[src/rtl/apb_cmd_master_pkg.sv]
`timescale 1ns/1ps
`default_nettype none
// +--------------------------------------------------------------------------+
// | Module   : apb_cmd_master_pkg                                            |
// | Purpose  : Shared types and default constants for the APB command        |
// |            master: FSM state encoding and default bus geometry.          |
// | Contents : ST_W, ADDR_W_DEF, DATA_W_DEF, TIMEOUT_CYC_DEF, state_e        |
// | Revision : 1.0 - initial release                                         |
// +--------------------------------------------------------------------------+
package apb_cmd_master_pkg;

  localparam int ST_W            = 2;
  localparam int ADDR_W_DEF      = 12;
  localparam int DATA_W_DEF      = 32;
  localparam int TIMEOUT_CYC_DEF = 16;

  typedef enum logic [ST_W-1:0] {
    IDLE   = 2'd0,
    SETUP  = 2'd1,
    ACCESS = 2'd2,
    RESP   = 2'd3
  } state_e;

endpackage
`default_nettype wire

[src/rtl/apb_cmd_master_if.sv]
`timescale 1ns/1ps
`default_nettype none
// +--------------------------------------------------------------------------+
// | Module   : apb_cmd_master_if                                             |
// | Purpose  : Bundles the command port, response port and APB3 requester    |
// |            signals of apb_cmd_master.                                    |
// | Modports : master - the apb_cmd_master side                              |
// |            slave  - the environment side (command source, response       |
// |                     sink and APB completer)                              |
// | Signals  : cmd_valid/ready/write/addr/wdata, rsp_valid/ready/rdata/err/   |
// |            timeout, PSEL, PENABLE, PWRITE, PADDR, PWDATA, PRDATA, PREADY, |
// |            PSLVERR                                                       |
// | Revision : 1.0 - initial release                                         |
// +--------------------------------------------------------------------------+
interface apb_cmd_master_if
  import apb_cmd_master_pkg::*;
#(
  parameter int ADDR_W = ADDR_W_DEF,
  parameter int DATA_W = DATA_W_DEF
);

  // Command port
  logic              cmd_valid;
  logic              cmd_ready;
  logic              cmd_write;
  logic [ADDR_W-3:0] cmd_addr;
  logic [DATA_W-1:0] cmd_wdata;

  // Response port
  logic              rsp_valid;
  logic              rsp_ready;
  logic [DATA_W-1:0] rsp_rdata;
  logic              rsp_err;
  logic              rsp_timeout;

  // APB3 bus
  logic              PSEL;
  logic              PENABLE;
  logic              PWRITE;
  logic [ADDR_W-3:0] PADDR;
  logic [DATA_W-1:0] PWDATA;
  logic [DATA_W-1:0] PRDATA;
  logic              PREADY;
  logic              PSLVERR;

  modport master (
    input  cmd_valid, cmd_write, cmd_addr, cmd_wdata, rsp_ready,
           PRDATA, PREADY, PSLVERR,
    output cmd_ready, rsp_valid, rsp_rdata, rsp_err, rsp_timeout,
           PSEL, PENABLE, PWRITE, PADDR, PWDATA
  );

  modport slave (
    output cmd_valid, cmd_write, cmd_addr, cmd_wdata, rsp_ready,
           PRDATA, PREADY, PSLVERR,
    input  cmd_ready, rsp_valid, rsp_rdata, rsp_err, rsp_timeout,
           PSEL, PENABLE, PWRITE, PADDR, PWDATA
  );

endinterface
`default_nettype wire

[src/rtl/apb_cmd_master_tocnt.sv]
`timescale 1ns/1ps
`default_nettype none
// +--------------------------------------------------------------------------+
// | Module   : apb_cmd_master_tocnt                                          |
// | Purpose  : ACCESS-phase wait counter for the APB command master.         |
// |            Counts wait cycles and flags the cycle on which the count     |
// |            reaches TIMEOUT_CYC.                                          |
// | Ports    : clk_i      - clock                                            |
// |            rst_ni     - asynchronous active-low reset                    |
// |            clr_i      - restart the count                                |
// |            inc_i      - one more wait cycle this clock                   |
// |            expired_o  - this wait cycle is the TIMEOUT_CYC-th one        |
// | Revision : 1.0 - initial release                                         |
// +--------------------------------------------------------------------------+
module apb_cmd_master_tocnt
  import apb_cmd_master_pkg::*;
#(
  parameter int TIMEOUT_CYC = TIMEOUT_CYC_DEF
) (
  input  wire logic clk_i,
  input  wire logic rst_ni,
  input  wire logic clr_i,
  input  wire logic inc_i,
  output logic      expired_o
);

  localparam int CNT_W = $clog2(TIMEOUT_CYC + 1);

  logic [CNT_W-1:0] cnt_q;
  logic [CNT_W-1:0] cnt_d;

  // Saturates at TIMEOUT_CYC so a stalled transfer never wraps around.
  always_comb begin
    cnt_d = cnt_q;
    if (clr_i) begin
      cnt_d = '0;
    end else if (inc_i && (cnt_q != CNT_W'(TIMEOUT_CYC))) begin
      cnt_d = cnt_q + CNT_W'(1);
    end
  end

  always_ff @(posedge clk_i or negedge rst_ni) begin
    if (!rst_ni) begin
      cnt_q <= '0;
    end else begin
      cnt_q <= cnt_d;
    end
  end

  // Fires on the wait cycle whose increment brings the count to TIMEOUT_CYC,
  // so the abort lands on the same edge rather than one cycle later.
  assign expired_o = inc_i && (cnt_q == CNT_W'(TIMEOUT_CYC - 1));

endmodule
`default_nettype wire

[src/rtl/apb_cmd_master.sv]
`timescale 1ns/1ps
`default_nettype none
// +--------------------------------------------------------------------------+
// | Module   : apb_cmd_master                                                |
// | Purpose  : APB3 requester. Accepts one command at a time on a            |
// |            valid/ready port, runs it as an APB SETUP/ACCESS transfer     |
// |            and returns read data / error on a valid/ready response port. |
// | Ports    : clk_i   - clock, rising edge                                  |
// |            rst_ni  - asynchronous active-low reset                       |
// |            bus_if  - apb_cmd_master_if.master (command, response, APB)   |
// | Options  : APB_CMD_MASTER_TIMEOUT_EN - abort ACCESS after TIMEOUT_CYC    |
// |            wait cycles and report rsp_err=1, rsp_timeout=1. Without it   |
// |            ACCESS waits for PREADY indefinitely and rsp_timeout is 0.    |
// | Revision : 1.0 - initial release                                         |
// +--------------------------------------------------------------------------+
module apb_cmd_master
  import apb_cmd_master_pkg::*;
#(
  parameter int ADDR_W      = ADDR_W_DEF,
  parameter int DATA_W      = DATA_W_DEF,
  parameter int TIMEOUT_CYC = TIMEOUT_CYC_DEF
) (
  input  wire logic         clk_i,
  input  wire logic         rst_ni,
  apb_cmd_master_if.master  bus_if
);

  if (TIMEOUT_CYC < 1) begin : g_bad_timeout
    $error("apb_cmd_master: TIMEOUT_CYC must be at least 1");
  end

  state_e            state_q,     state_d;
  logic              cmd_ready_q, cmd_ready_d;
  logic              psel_q,      psel_d;
  logic              penable_q,   penable_d;
  logic              pwrite_q,    pwrite_d;
  logic [ADDR_W-3:0] paddr_q,     paddr_d;
  logic [DATA_W-1:0] pwdata_q,    pwdata_d;
  logic              rsp_valid_q, rsp_valid_d;
  logic [DATA_W-1:0] rsp_rdata_q, rsp_rdata_d;
  logic              rsp_err_q,   rsp_err_d;
  logic              to_expired;

`ifdef APB_CMD_MASTER_TIMEOUT_EN
  logic              rsp_timeout_q, rsp_timeout_d;
  logic              to_clr;
  logic              to_inc;

  // Restart on SETUP; count only stalled ACCESS cycles.
  assign to_clr = (state_q == SETUP);
  assign to_inc = (state_q == ACCESS) && !bus_if.PREADY;

  apb_cmd_master_tocnt #(
    .TIMEOUT_CYC (TIMEOUT_CYC)
  ) u_tocnt (
    .clk_i     (clk_i),
    .rst_ni    (rst_ni),
    .clr_i     (to_clr),
    .inc_i     (to_inc),
    .expired_o (to_expired)
  );

  assign bus_if.rsp_timeout = rsp_timeout_q;
`else
  assign to_expired         = 1'b0;
  assign bus_if.rsp_timeout = 1'b0;
`endif

  always_comb begin
    state_d     = state_q;
    cmd_ready_d = cmd_ready_q;
    psel_d      = psel_q;
    penable_d   = penable_q;
    pwrite_d    = pwrite_q;
    paddr_d     = paddr_q;
    pwdata_d    = pwdata_q;
    rsp_valid_d = rsp_valid_q;
    rsp_rdata_d = rsp_rdata_q;
    rsp_err_d   = rsp_err_q;
`ifdef APB_CMD_MASTER_TIMEOUT_EN
    rsp_timeout_d = rsp_timeout_q;
`endif

    unique case (state_q)
      IDLE: begin
        if (bus_if.cmd_valid && cmd_ready_q) begin
          state_d     = SETUP;
          cmd_ready_d = 1'b0;
          psel_d      = 1'b1;
          paddr_d     = bus_if.cmd_addr;
          pwrite_d    = bus_if.cmd_write;
          pwdata_d    = bus_if.cmd_wdata;
        end
      end

      SETUP: begin
        state_d   = ACCESS;
        penable_d = 1'b1;
      end

      ACCESS: begin
        if (bus_if.PREADY) begin
          state_d     = RESP;
          psel_d      = 1'b0;
          penable_d   = 1'b0;
          rsp_valid_d = 1'b1;
          // Writes return zero so stale read data never leaks out.
          rsp_rdata_d = pwrite_q ? '0 : bus_if.PRDATA;
          rsp_err_d   = bus_if.PSLVERR;
`ifdef APB_CMD_MASTER_TIMEOUT_EN
          rsp_timeout_d = 1'b0;
`endif
        end else if (to_expired) begin
          state_d     = RESP;
          psel_d      = 1'b0;
          penable_d   = 1'b0;
          rsp_valid_d = 1'b1;
          rsp_rdata_d = '0;
          rsp_err_d   = 1'b1;
`ifdef APB_CMD_MASTER_TIMEOUT_EN
          rsp_timeout_d = 1'b1;
`endif
        end
      end

      RESP: begin
        if (bus_if.rsp_ready) begin
          state_d     = IDLE;
          rsp_valid_d = 1'b0;
          cmd_ready_d = 1'b1;
        end
      end

      default: begin
        state_d = IDLE;
      end
    endcase
  end

  always_ff @(posedge clk_i or negedge rst_ni) begin
    if (!rst_ni) begin
      state_q     <= IDLE;
      cmd_ready_q <= 1'b1;
      psel_q      <= 1'b0;
      penable_q   <= 1'b0;
      pwrite_q    <= 1'b0;
      paddr_q     <= '0;
      pwdata_q    <= '0;
      rsp_valid_q <= 1'b0;
      rsp_rdata_q <= '0;
      rsp_err_q   <= 1'b0;
`ifdef APB_CMD_MASTER_TIMEOUT_EN
      rsp_timeout_q <= 1'b0;
`endif
    end else begin
      state_q     <= state_d;
      cmd_ready_q <= cmd_ready_d;
      psel_q      <= psel_d;
      penable_q   <= penable_d;
      pwrite_q    <= pwrite_d;
      paddr_q     <= paddr_d;
      pwdata_q    <= pwdata_d;
      rsp_valid_q <= rsp_valid_d;
      rsp_rdata_q <= rsp_rdata_d;
      rsp_err_q   <= rsp_err_d;
`ifdef APB_CMD_MASTER_TIMEOUT_EN
      rsp_timeout_q <= rsp_timeout_d;
`endif
    end
  end

  assign bus_if.cmd_ready = cmd_ready_q;
  assign bus_if.PSEL      = psel_q;
  assign bus_if.PENABLE   = penable_q;
  assign bus_if.PWRITE    = pwrite_q;
  assign bus_if.PADDR     = paddr_q;
  assign bus_if.PWDATA    = pwdata_q;
  assign bus_if.rsp_valid = rsp_valid_q;
  assign bus_if.rsp_rdata = rsp_rdata_q;
  assign bus_if.rsp_err   = rsp_err_q;

endmodule
`default_nettype wire

[src/flat_wrapper.sv]
// flat-port wrapper written by rule: the top's interface ports become plain ports
module apb_cmd_master_flat import apb_cmd_master_pkg::*;
#(
  parameter int ADDR_W      = ADDR_W_DEF,
  parameter int DATA_W      = DATA_W_DEF,
  parameter int TIMEOUT_CYC = TIMEOUT_CYC_DEF
)
  (clk_i, rst_ni, bus_if_cmd_valid, bus_if_cmd_write, bus_if_cmd_addr, bus_if_cmd_wdata, bus_if_rsp_ready, bus_if_PRDATA, bus_if_PREADY, bus_if_PSLVERR, bus_if_cmd_ready, bus_if_rsp_valid, bus_if_rsp_rdata, bus_if_rsp_err, bus_if_rsp_timeout, bus_if_PSEL, bus_if_PENABLE, bus_if_PWRITE, bus_if_PADDR, bus_if_PWDATA);
  apb_cmd_master_if #(.ADDR_W(ADDR_W), .DATA_W(DATA_W)) bus_if_i ();
  input  wire logic clk_i;
  input  wire logic rst_ni;
  input wire logic [$bits(bus_if_i.cmd_valid)-1:0] bus_if_cmd_valid;
  input wire logic [$bits(bus_if_i.cmd_write)-1:0] bus_if_cmd_write;
  input wire logic [$bits(bus_if_i.cmd_addr)-1:0] bus_if_cmd_addr;
  input wire logic [$bits(bus_if_i.cmd_wdata)-1:0] bus_if_cmd_wdata;
  input wire logic [$bits(bus_if_i.rsp_ready)-1:0] bus_if_rsp_ready;
  input wire logic [$bits(bus_if_i.PRDATA)-1:0] bus_if_PRDATA;
  input wire logic [$bits(bus_if_i.PREADY)-1:0] bus_if_PREADY;
  input wire logic [$bits(bus_if_i.PSLVERR)-1:0] bus_if_PSLVERR;
  output wire logic [$bits(bus_if_i.cmd_ready)-1:0] bus_if_cmd_ready;
  output wire logic [$bits(bus_if_i.rsp_valid)-1:0] bus_if_rsp_valid;
  output wire logic [$bits(bus_if_i.rsp_rdata)-1:0] bus_if_rsp_rdata;
  output wire logic [$bits(bus_if_i.rsp_err)-1:0] bus_if_rsp_err;
  output wire logic [$bits(bus_if_i.rsp_timeout)-1:0] bus_if_rsp_timeout;
  output wire logic [$bits(bus_if_i.PSEL)-1:0] bus_if_PSEL;
  output wire logic [$bits(bus_if_i.PENABLE)-1:0] bus_if_PENABLE;
  output wire logic [$bits(bus_if_i.PWRITE)-1:0] bus_if_PWRITE;
  output wire logic [$bits(bus_if_i.PADDR)-1:0] bus_if_PADDR;
  output wire logic [$bits(bus_if_i.PWDATA)-1:0] bus_if_PWDATA;
  assign bus_if_i.cmd_valid = bus_if_cmd_valid;
  assign bus_if_i.cmd_write = bus_if_cmd_write;
  assign bus_if_i.cmd_addr = bus_if_cmd_addr;
  assign bus_if_i.cmd_wdata = bus_if_cmd_wdata;
  assign bus_if_i.rsp_ready = bus_if_rsp_ready;
  assign bus_if_i.PRDATA = bus_if_PRDATA;
  assign bus_if_i.PREADY = bus_if_PREADY;
  assign bus_if_i.PSLVERR = bus_if_PSLVERR;
  assign bus_if_cmd_ready = bus_if_i.cmd_ready;
  assign bus_if_rsp_valid = bus_if_i.rsp_valid;
  assign bus_if_rsp_rdata = bus_if_i.rsp_rdata;
  assign bus_if_rsp_err = bus_if_i.rsp_err;
  assign bus_if_rsp_timeout = bus_if_i.rsp_timeout;
  assign bus_if_PSEL = bus_if_i.PSEL;
  assign bus_if_PENABLE = bus_if_i.PENABLE;
  assign bus_if_PWRITE = bus_if_i.PWRITE;
  assign bus_if_PADDR = bus_if_i.PADDR;
  assign bus_if_PWDATA = bus_if_i.PWDATA;
  apb_cmd_master #(.ADDR_W(ADDR_W), .DATA_W(DATA_W), .TIMEOUT_CYC(TIMEOUT_CYC)) u_core (.clk_i(clk_i), .rst_ni(rst_ni), .bus_if(bus_if_i));
endmodule
[config.mk]
export PLATFORM = sky130hd
export DESIGN_NAME = apb_cmd_master_flat
export DESIGN_NICKNAME = d
export VERILOG_FILES = /design/src/rtl/apb_cmd_master_pkg.sv /design/src/rtl/apb_cmd_master_if.sv /design/src/rtl/apb_cmd_master_tocnt.sv /design/src/rtl/apb_cmd_master.sv /design/src/flat_wrapper.sv
export SDC_FILE = /design/constraint.sdc
export NUM_CORES = 1
export LEC_CHECK = 0
export BUFFER_PORTS_ARGS = -buffer_cell sky130_fd_sc_hd__clkbuf_2
export CAP_MARGIN = 15
export CORE_MARGIN = 3
export CORE_UTILIZATION = 42
export DETAILED_ROUTE_END_ITERATION = 7
export PLACE_DENSITY = 0.76
export SLEW_MARGIN = 20
export SYNTH_ARGS = -nofsm -noshare
export SYNTH_HDL_FRONTEND = slang
export SYNTH_HIERARCHICAL = 1
export SYNTH_SLANG_ARGS = --single-unit
export TNS_END_PERCENT = 10
[constraint.sdc]
create_clock -name clk_i -period 1.55 [get_ports clk_i]
set_input_delay 0.155 -clock clk_i [delete_from_list [all_inputs] [get_ports clk_i]]
set_output_delay 0.155 -clock clk_i [all_outputs]
set_load 0.05 [all_outputs]
# Yosys cells after proc, flatten, opt, wreduce, memory -nomap -nowiden
# Cells that the tools add are included.
[totals]
output_inout_bits = 81
register_bits = 82
input_bits = 81
elab_cells = 44
[op_classes]
n_eq_ne = 6
n_mux = 15
reduce_logical = 13
[op_table]
columns = ["operator", "n"]
rows = [
  ["32-bit 2-to-1 mux", 1],
  ["3-bit AND reduction", 4],
  ["1-bit one-hot mux with 2 select lines", 4],
  ["2-bit one-hot mux with 4 select lines", 1],
  ["2-bit nonzero test", 4],
  ["1-bit 2-to-1 mux", 6],
  ["2-bit 2-to-1 mux", 3],
  ["2-bit AND reduction", 3],
  ["2-bit == test, second input constant", 2],
  ["2-bit inequality test, second input constant", 2],
  ["2-bit by 1-bit == test with 1-bit output, second input constant", 1],
  ["2-bit logical NOT", 1],
  ["2-bit by 1-bit inequality test with 1-bit output, second input constant", 1],
  ["1-bit logical AND", 1],
]

# Depth between registers and ports, before layout
# Gate-level depths: netlist of the first run.
[depth]
depth_word = 3
mapped_depth = 7
ltp_nobuf = 5

# Least setup slack after synthesis of the first run
# OpenSTA, ideal clock, no wires.
[synth_timing]
kind = "reg-to-reg"
from = "reg u_core.state_q[0]"
to = "reg u_core.state_q[1]"
t_required_ns = 1.425
arrival_time_ns = 1.483
period_less_slack_ns = 1.607
path_slack_ns = -0.057
n_path_buf = 0
setup_ns = 0.125
path_stages_with_launch = 6
cell_sequence = "dfrtp_1 > inv_1 > ha_1 > a21boi_2 > nor3_2 > mux2_2"
[synth_via]
elab_chain_len = 3
elab_cells_between_ends = 9
cone_classes = "eq/ne (6); mux (1); reduce/logical (2)"
[synth_rtl]
columns = ["item", "line_no", "rtl"]
rows = [
  ["start: declaration", "apb_cmd_master.sv:32", "state_e state_q, state_d;"],
  ["start signal: assignment", "apb_cmd_master.sv:156", "state_q <= state_d;"],
  ["2-bit == test or 2-bit logical NOT (tied branches)", "apb_cmd_master.sv:84", "unique case (state_q)"],
  ["2-bit inequality test (no source line) or 2-bit by 1-bit inequality test with 1-bit output (tied branches)", "n/a", ""],
  ["3-bit AND reduction (no source line)", "n/a", ""],
]
# Several ways; a longest one is shown, not always the timed one.
# A chain may end at the register's enable or synchronous reset.

# Worst setup path after layout of the first run
[layout_timing]
from = "reg u_core.state_q[1]"
to = "reg u_core.state_q[0]"
# The elaborated chain is that of the path after synthesis.

==> metrics, run 1 <==
RSZ-0062 raised after global routing true; fin crit period 1.49 ns; number of global-route vias before repair 2797; r2r worst-path depth 6; Core Rows 32; core area 7970 um^2; Vias 2550; drt drc 0; largest fanout on the critical path 5; antenna cells 0; # IOs 162; crit path DAT 1.75 ns; Synth Cell Area 3540 um^2; Starting DRT DRC Count 39; clock buffer depth 2; Syn Inst Count 270; Post-synth EDFFs 0; crit start category register; height of the die 97.8 um; Post-Syn Nets 358; crit share post-route 0.964; DRT antenna net count 0; CTS tree yes; status complete, no violations; Post-synth top flop dfrtp_1; ys async rst share 1.00; Layout Nets 534; Crit. End Element register; port buffer count 160; GRT Residual Overflow 0; WS Path Type reg -> reg; Pins Over Slew Limit 0; share of cells above drive strength 1 0.562; Worst R2R Start u_core/state_q[1]$_DFFE_PN0P_; Synth Warn # 6; largest net degree at the start of global routing 50; sequential share of the synthesized area 0.580; CTS H-tree depth 3; Starting Density 0.445; routability-driven placement congestion ratio 0.809; Netlist cell types 22; final wirelength 8.28 mm; root buf cell clkbuf_8; worst setup path endpoint u_core/state_q[0]$_DFFE_PN0P_; Avg WL per Cell 15.0 um; pre-CTS setup slack -0.0634 ns; FF/Latch Area 2050 um^2; fillers 660; Max Clock Freq 669 MHz; Area Overhead vs Synth 35.5%; vias per cell 4.62; CTS clk-pin slew, worst paths 0.09 ns; Final setup viols 0; Initial DRT Pass Iterations 4; HP Class in -> reg; Max-Cap Viols 0; syn avg cell area 13.1 um^2; die area 9570 um^2; antenna violations before repair 0; CP Launch Point u_core/state_q[1]$_DFFE_PN0P_; DIE WIDTH 97.8 um; flop2flop setup slack 0.06 ns; r2r endpoint u_core/state_q[0]$_DFFE_PN0P_; Final Hold Vio Count 0; HPWL Detailed 6.46 mm; Setup Skew 0.0196 ns; Critical Path RT 1.80 ns; CTS buffer count 9; Worst-Skew Late Latency 0.34 ns; post-synthesis register bit count 82; multi-input logic area 1430 um^2; most frequent cells in the layout clkbuf_2 (159), dfrtp_1 (80), mux2_4 (41); clk sinks 82; gr usage total 0.175; commonest non-fill, non-tap cell in the layout clkbuf_2; first-pass GRT wire length 13.7 mm; Worst Slack Setup Final 0.0560 ns
state kept, by name (all words and copies together) (netlist names):
register                 flops
u_core/bus_if.PWRITE         1
u_core/bus_if.cmd_ready      1
u_core/bus_if.PWDATA        32
u_core/bus_if.rsp_rdata     32
u_core/bus_if.PADDR         10
u_core/bus_if.PENABLE        1
u_core/state_q               2
u_core/bus_if.PSEL           1
u_core/bus_if.rsp_err        1
u_core/bus_if.rsp_valid      1
critical path: stages, from the launching register on:
cell     delay, ns
dfrtp_2       0.45
buf_6         0.12
ha_2          0.16
nor2b_4       0.13
nor3_4        0.20
buf_4         0.15
mux2i_2       0.21
Yosys cell counts, types with 4 or more instances:
cell	count	share of area
dfrtp_1	81	0.57
mux2_2	6	0.019
inv_1	4	0.0042
buf_6	4	0.013
buf_2	4	0.0057
nand2_1	35	0.037
mux2_4	40	0.17
clkbuf_1	6	0.0064
ha_1	7	0.025
nand2b_1	32	0.057
o21ai_0	35	0.049
mux2i_1	4	0.011
logic make-up after synthesis:
group	count (synthesis)	share of synthesized area
flops	82	0.580
simple gates	74	0.108
mux	50	0.200
compound gates	37	0.0551
buf+inv	19	0.0311
fa+ha+maj	7	0.0247
other cells	1	0.00106
layer usage:
metal  GRT usage  part of all wire  up-vias
met1       0.210              0.41     1217
met4      0.0745             0.026        0
met2       0.310              0.52       69
met3      0.0307             0.043       18
met5           0                 0        -
li1            -                 -     1246
worst min-delay path by stage:
stage / startpoint / slack [ns] / cells past startpoint / end
6_report: bus_if_cmd_wdata[13] / 0.04 / 2 / u_core/bus_if.PWDATA[13]$_DFFE_PN0P_
5_1_grt: bus_if_cmd_wdata[13] / 0.02 / 2 / u_core/bus_if.PWDATA[13]$_DFFE_PN0P_
4_1_cts: bus_if_cmd_wdata[13] / 0.02 / 2 / u_core/bus_if.PWDATA[13]$_DFFE_PN0P_
3_5_place_dp: rst_ni / 0.09 / 1 / u_core/bus_if.PADDR[7]$_DFFE_PN0P_
3_3_place_gp: rst_ni / 0.09 / 1 / u_core/bus_if.PWDATA[0]$_DFFE_PN0P_
2_1_floorplan: rst_ni / -0.14 / 0 / u_core/bus_if.PADDR[0]$_DFFE_PN0P_
stage by stage:
step / util / area [um^2] / setup TNS, ns / hold WS [ns] / cells
2_1_floorplan: - / 3540 / 0 / -0.141 / 270
3_3_place_gp: 0.571 / 4550 / 0 / 0.0902 / 533
3_5_place_dp: 0.571 / 4550 / -1.05 / 0.0935 / 533
4_1_cts: 0.598 / 4770 / 0 / 0.0213 / 552
5_1_grt: 0.602 / 4800 / -0.00899 / 0.0244 / 552
6_report: 0.602 / 4800 / 0 / 0.0395 / 552
area by class of cell:
class,count,area share
tap,102,0.0266
sequential,82,0.428
clock inverter,5,0.00600
timing repair buffer,180,0.210
inverter,4,0.00313
clock buffer,10,0.0287
multi-input combinational,169,0.297
repair_timing:
| action | in CTS | in global routing |
|---|---|---|
| pin swaps | 1 | 1 |
| endpoints found under the setup margin | 45 | 38 |
| setup buffers | 3 | 0 |
| hold endpoints to repair | 24 | 0 |
| gates resized for setup | 4 | 11 |
| hold buffers | 1 | 0 |
Power of run 1 is not shown: default switching activity piles up to over one toggle a cycle in this logic, so the estimate is an artifact.
==> run 2: changes to the inputs <==
--- a/config.mk
+++ b/config.mk
@@ -8,12 +8,10 @@
 export BUFFER_PORTS_ARGS = -buffer_cell sky130_fd_sc_hd__clkbuf_2
 export CAP_MARGIN = 15
 export CORE_MARGIN = 3
-export CORE_UTILIZATION = 42
+export CORE_UTILIZATION = 30
 export DETAILED_ROUTE_END_ITERATION = 7
-export PLACE_DENSITY = 0.76
 export SLEW_MARGIN = 20
 export SYNTH_ARGS = -nofsm -noshare
 export SYNTH_HDL_FRONTEND = slang
 export SYNTH_HIERARCHICAL = 1
 export SYNTH_SLANG_ARGS = --single-unit
-export TNS_END_PERCENT = 10
==> constraint.sdc (replaced) <==
create_clock -name clk_i -period 1.4 [get_ports clk_i]
set_input_delay 0.14 -clock clk_i [delete_from_list [all_inputs] [get_ports clk_i]]
set_output_delay 0.14 -clock clk_i [all_outputs]
set_load 0.05 [all_outputs]
==> metrics, run 2 (synthesized netlist as in run 1, its figures left out) <==
Area Overhead vs Synth 50.6%; Fin Hold WS 0.0215 ns; most frequent cells in the layout clkbuf_2 (157), dfrtp_1 (80), mux2_4 (42); Crit. End Element register; Pins Over Slew Limit 0; # IOs 162; gr usage total 0.134; Worst Slack Setup Final -0.0926 ns; die area 13100 um^2; Vias 2619; power per standard cell area 2890 nW/um^2; hold path cells 3; antenna cells 0; share of cells above drive strength 1 0.582; pre-CTS setup slack -0.117 ns; first-pass GRT wire length 13.4 mm; CTS H-tree depth 3; r2r worst-path depth 6; clock buffer depth 2; failing checks setup timing; CTS buffer count 9; fin crit period 1.49 ns; crit path DAT 1.72 ns; GRT Residual Overflow 0; Seq pwr share 0.273; Max Clock Freq 670 MHz; Setup Skew 0.00672 ns; routability-driven placement congestion ratio 0.723; Initial DRT Pass Iterations 4; Worst R2R Start u_core/state_q[1]$_DFFE_PN0P_; largest fanout on the critical path 6; setup TNS -3.52 ns; root buf cell clkbuf_16; HP Class in -> reg; number of global-route vias before repair 2634; CTS clk-pin slew, worst paths 0.06 ns; P_int 7.99 mW; Final setup viols 45; Starting Density 0.309; Core Rows 39; fin util 0.465; Critical Path RT 1.63 ns; Starting DRT DRC Count 138; total power 15.4 mW; port buffer count 160; crit start category register; r2r endpoint u_core/bus_if.PWDATA[13]$_DFFE_PN0P_; WS Path Type reg -> reg; height of the die 115 um; clk sinks 82; Worst-Skew Late Latency 0.34 ns; DRT antenna net count 0; switch share 0.482; HPWL Detailed 6.20 mm; Hold Startpoint bus_if_PRDATA[30]; CTS tree yes; status finished, violations left; crit share post-route 1.07; flop2flop setup slack -0.09 ns; Final Hold Vio Count 0; RSZ-0062 raised after global routing true; drt drc 0; VDD IR max 1790 uV; final wirelength 9.38 mm; antenna violations before repair 0; Worst Hold End u_core/bus_if.rsp_rdata[30]$_DFFE_PN0P_; DIE WIDTH 115 um; Switch Pwr 7.44 mW; commonest non-fill, non-tap cell in the layout clkbuf_2; clock network power share 0.155; vias per cell 4.31; core area 11500 um^2; Leakage 2.85 nW; Avg WL per Cell 15.5 um; Layout Nets 547; largest net degree at the start of global routing 83; combinational share of power 0.572; Max-Cap Viols 0
[run 2: cell types whose count changed in the layout (fill, tap and decap cells not counted), sizes merged]
| cell | before | now |
|---|---|---|
| buf | 20 | 30 |
| clkinvlp | 0 | 3 |
| clkbuf | 169 | 171 |
| clkinv | 4 | 2 |
| bufinv | 0 | 1 |
| inv | 5 | 4 |
| nand2 | 35 | 36 |
[run 2: layer usage]
| metal | up-vias | routed length [um] | track usage | part of all wire |
|---|---|---|---|---|
| li1 | 1278 | - | - | - |
| met1 | 1228 | 3960 | 0.165 | 0.42 |
| met2 | 98 | 4540 | 0.209 | 0.48 |
| met3 | 15 | 709 | 0.0534 | 0.076 |
| met4 | 0 | 168 | 0.0530 | 0.018 |
| met5 | - | 0 | 0 | 0 |
[run 2: power by group through the flow]
| stage | Combinational [mW] | Clock [mW] | Sequential, mW |
|---|---|---|---|
| after floorplan | 2.28 | 0 | 8.04 |
| after global placement | 8.17 | 0 | 4.20 |
| after detailed placement | 8.30 | 0 | 4.24 |
| after CTS | 8.48 | 2.50 | 4.23 |
| after global routing | 9.34 | 2.60 | 4.37 |
| final | 8.83 | 2.40 | 4.21 |
[run 2: critical path, stage by stage, from the launching register on]
cell,delay [ns]
dfrtp_2,0.44
inv_2,0.09
ha_4,0.16
nand3_4,0.09
buf_12,0.16
buf_16,0.14
mux2_4,0.29
[run 2: cell type report]
cell class / instances / area (um^2)
fill: 1050 / 6130
sequential: 82 / 2060
multi-input combinational: 170 / 1480
timing repair buffer: 192 / 1290
clock buffer: 10 / 239
tap: 143 / 179
clock inverter: 6 / 66.3
inverter: 4 / 15.0
[run 2: per-stage QoR]
stage | cell area (um^2) | instances
floorplan | 3580 | 270
global placement | 4680 | 578
detailed placement | 4680 | 578
CTS | 5140 | 600
global route | 5340 | 607
finish | 5340 | 607
[run 2: timing repair]
item	4_1_cts	5_1_grt
resized for setup	12	18
pin swaps	4	4
endpoints found under the setup margin	60	81
gates cloned	2	7
buffers inserted	3	2
hold buffers	1	0
hold endpoints to repair	81	0
[run 2: how the worst max path moves through the flow]
stage | end | start | cells past startpoint
final | u_core/bus_if.PWDATA[13]$_DFFE_PN0P_ | u_core/state_q[1]$_DFFE_PN0P_ | 6
after global routing | u_core/bus_if.PADDR[9]$_DFFE_PN0P_ | u_core/state_q[0]$_DFFE_PN0P_ | 6
after CTS | u_core/bus_if.PWDATA[15]$_DFFE_PN0P_ | u_core/state_q[1]$_DFFE_PN0P_ | 6
after detailed placement | u_core/bus_if.PWDATA[3]$_DFFE_PN0P_ | u_core/state_q[0]$_DFFE_PN0P_ | 5
after global placement | u_core/bus_if.PWDATA[9]$_DFFE_PN0P_ | u_core/state_q[0]$_DFFE_PN0P_ | 5
after floorplan | u_core/state_q[1]$_DFFE_PN0P_ | u_core/state_q[1]$_DFFE_PN0P_ | 4
Power figures use the tool's default switching activity.
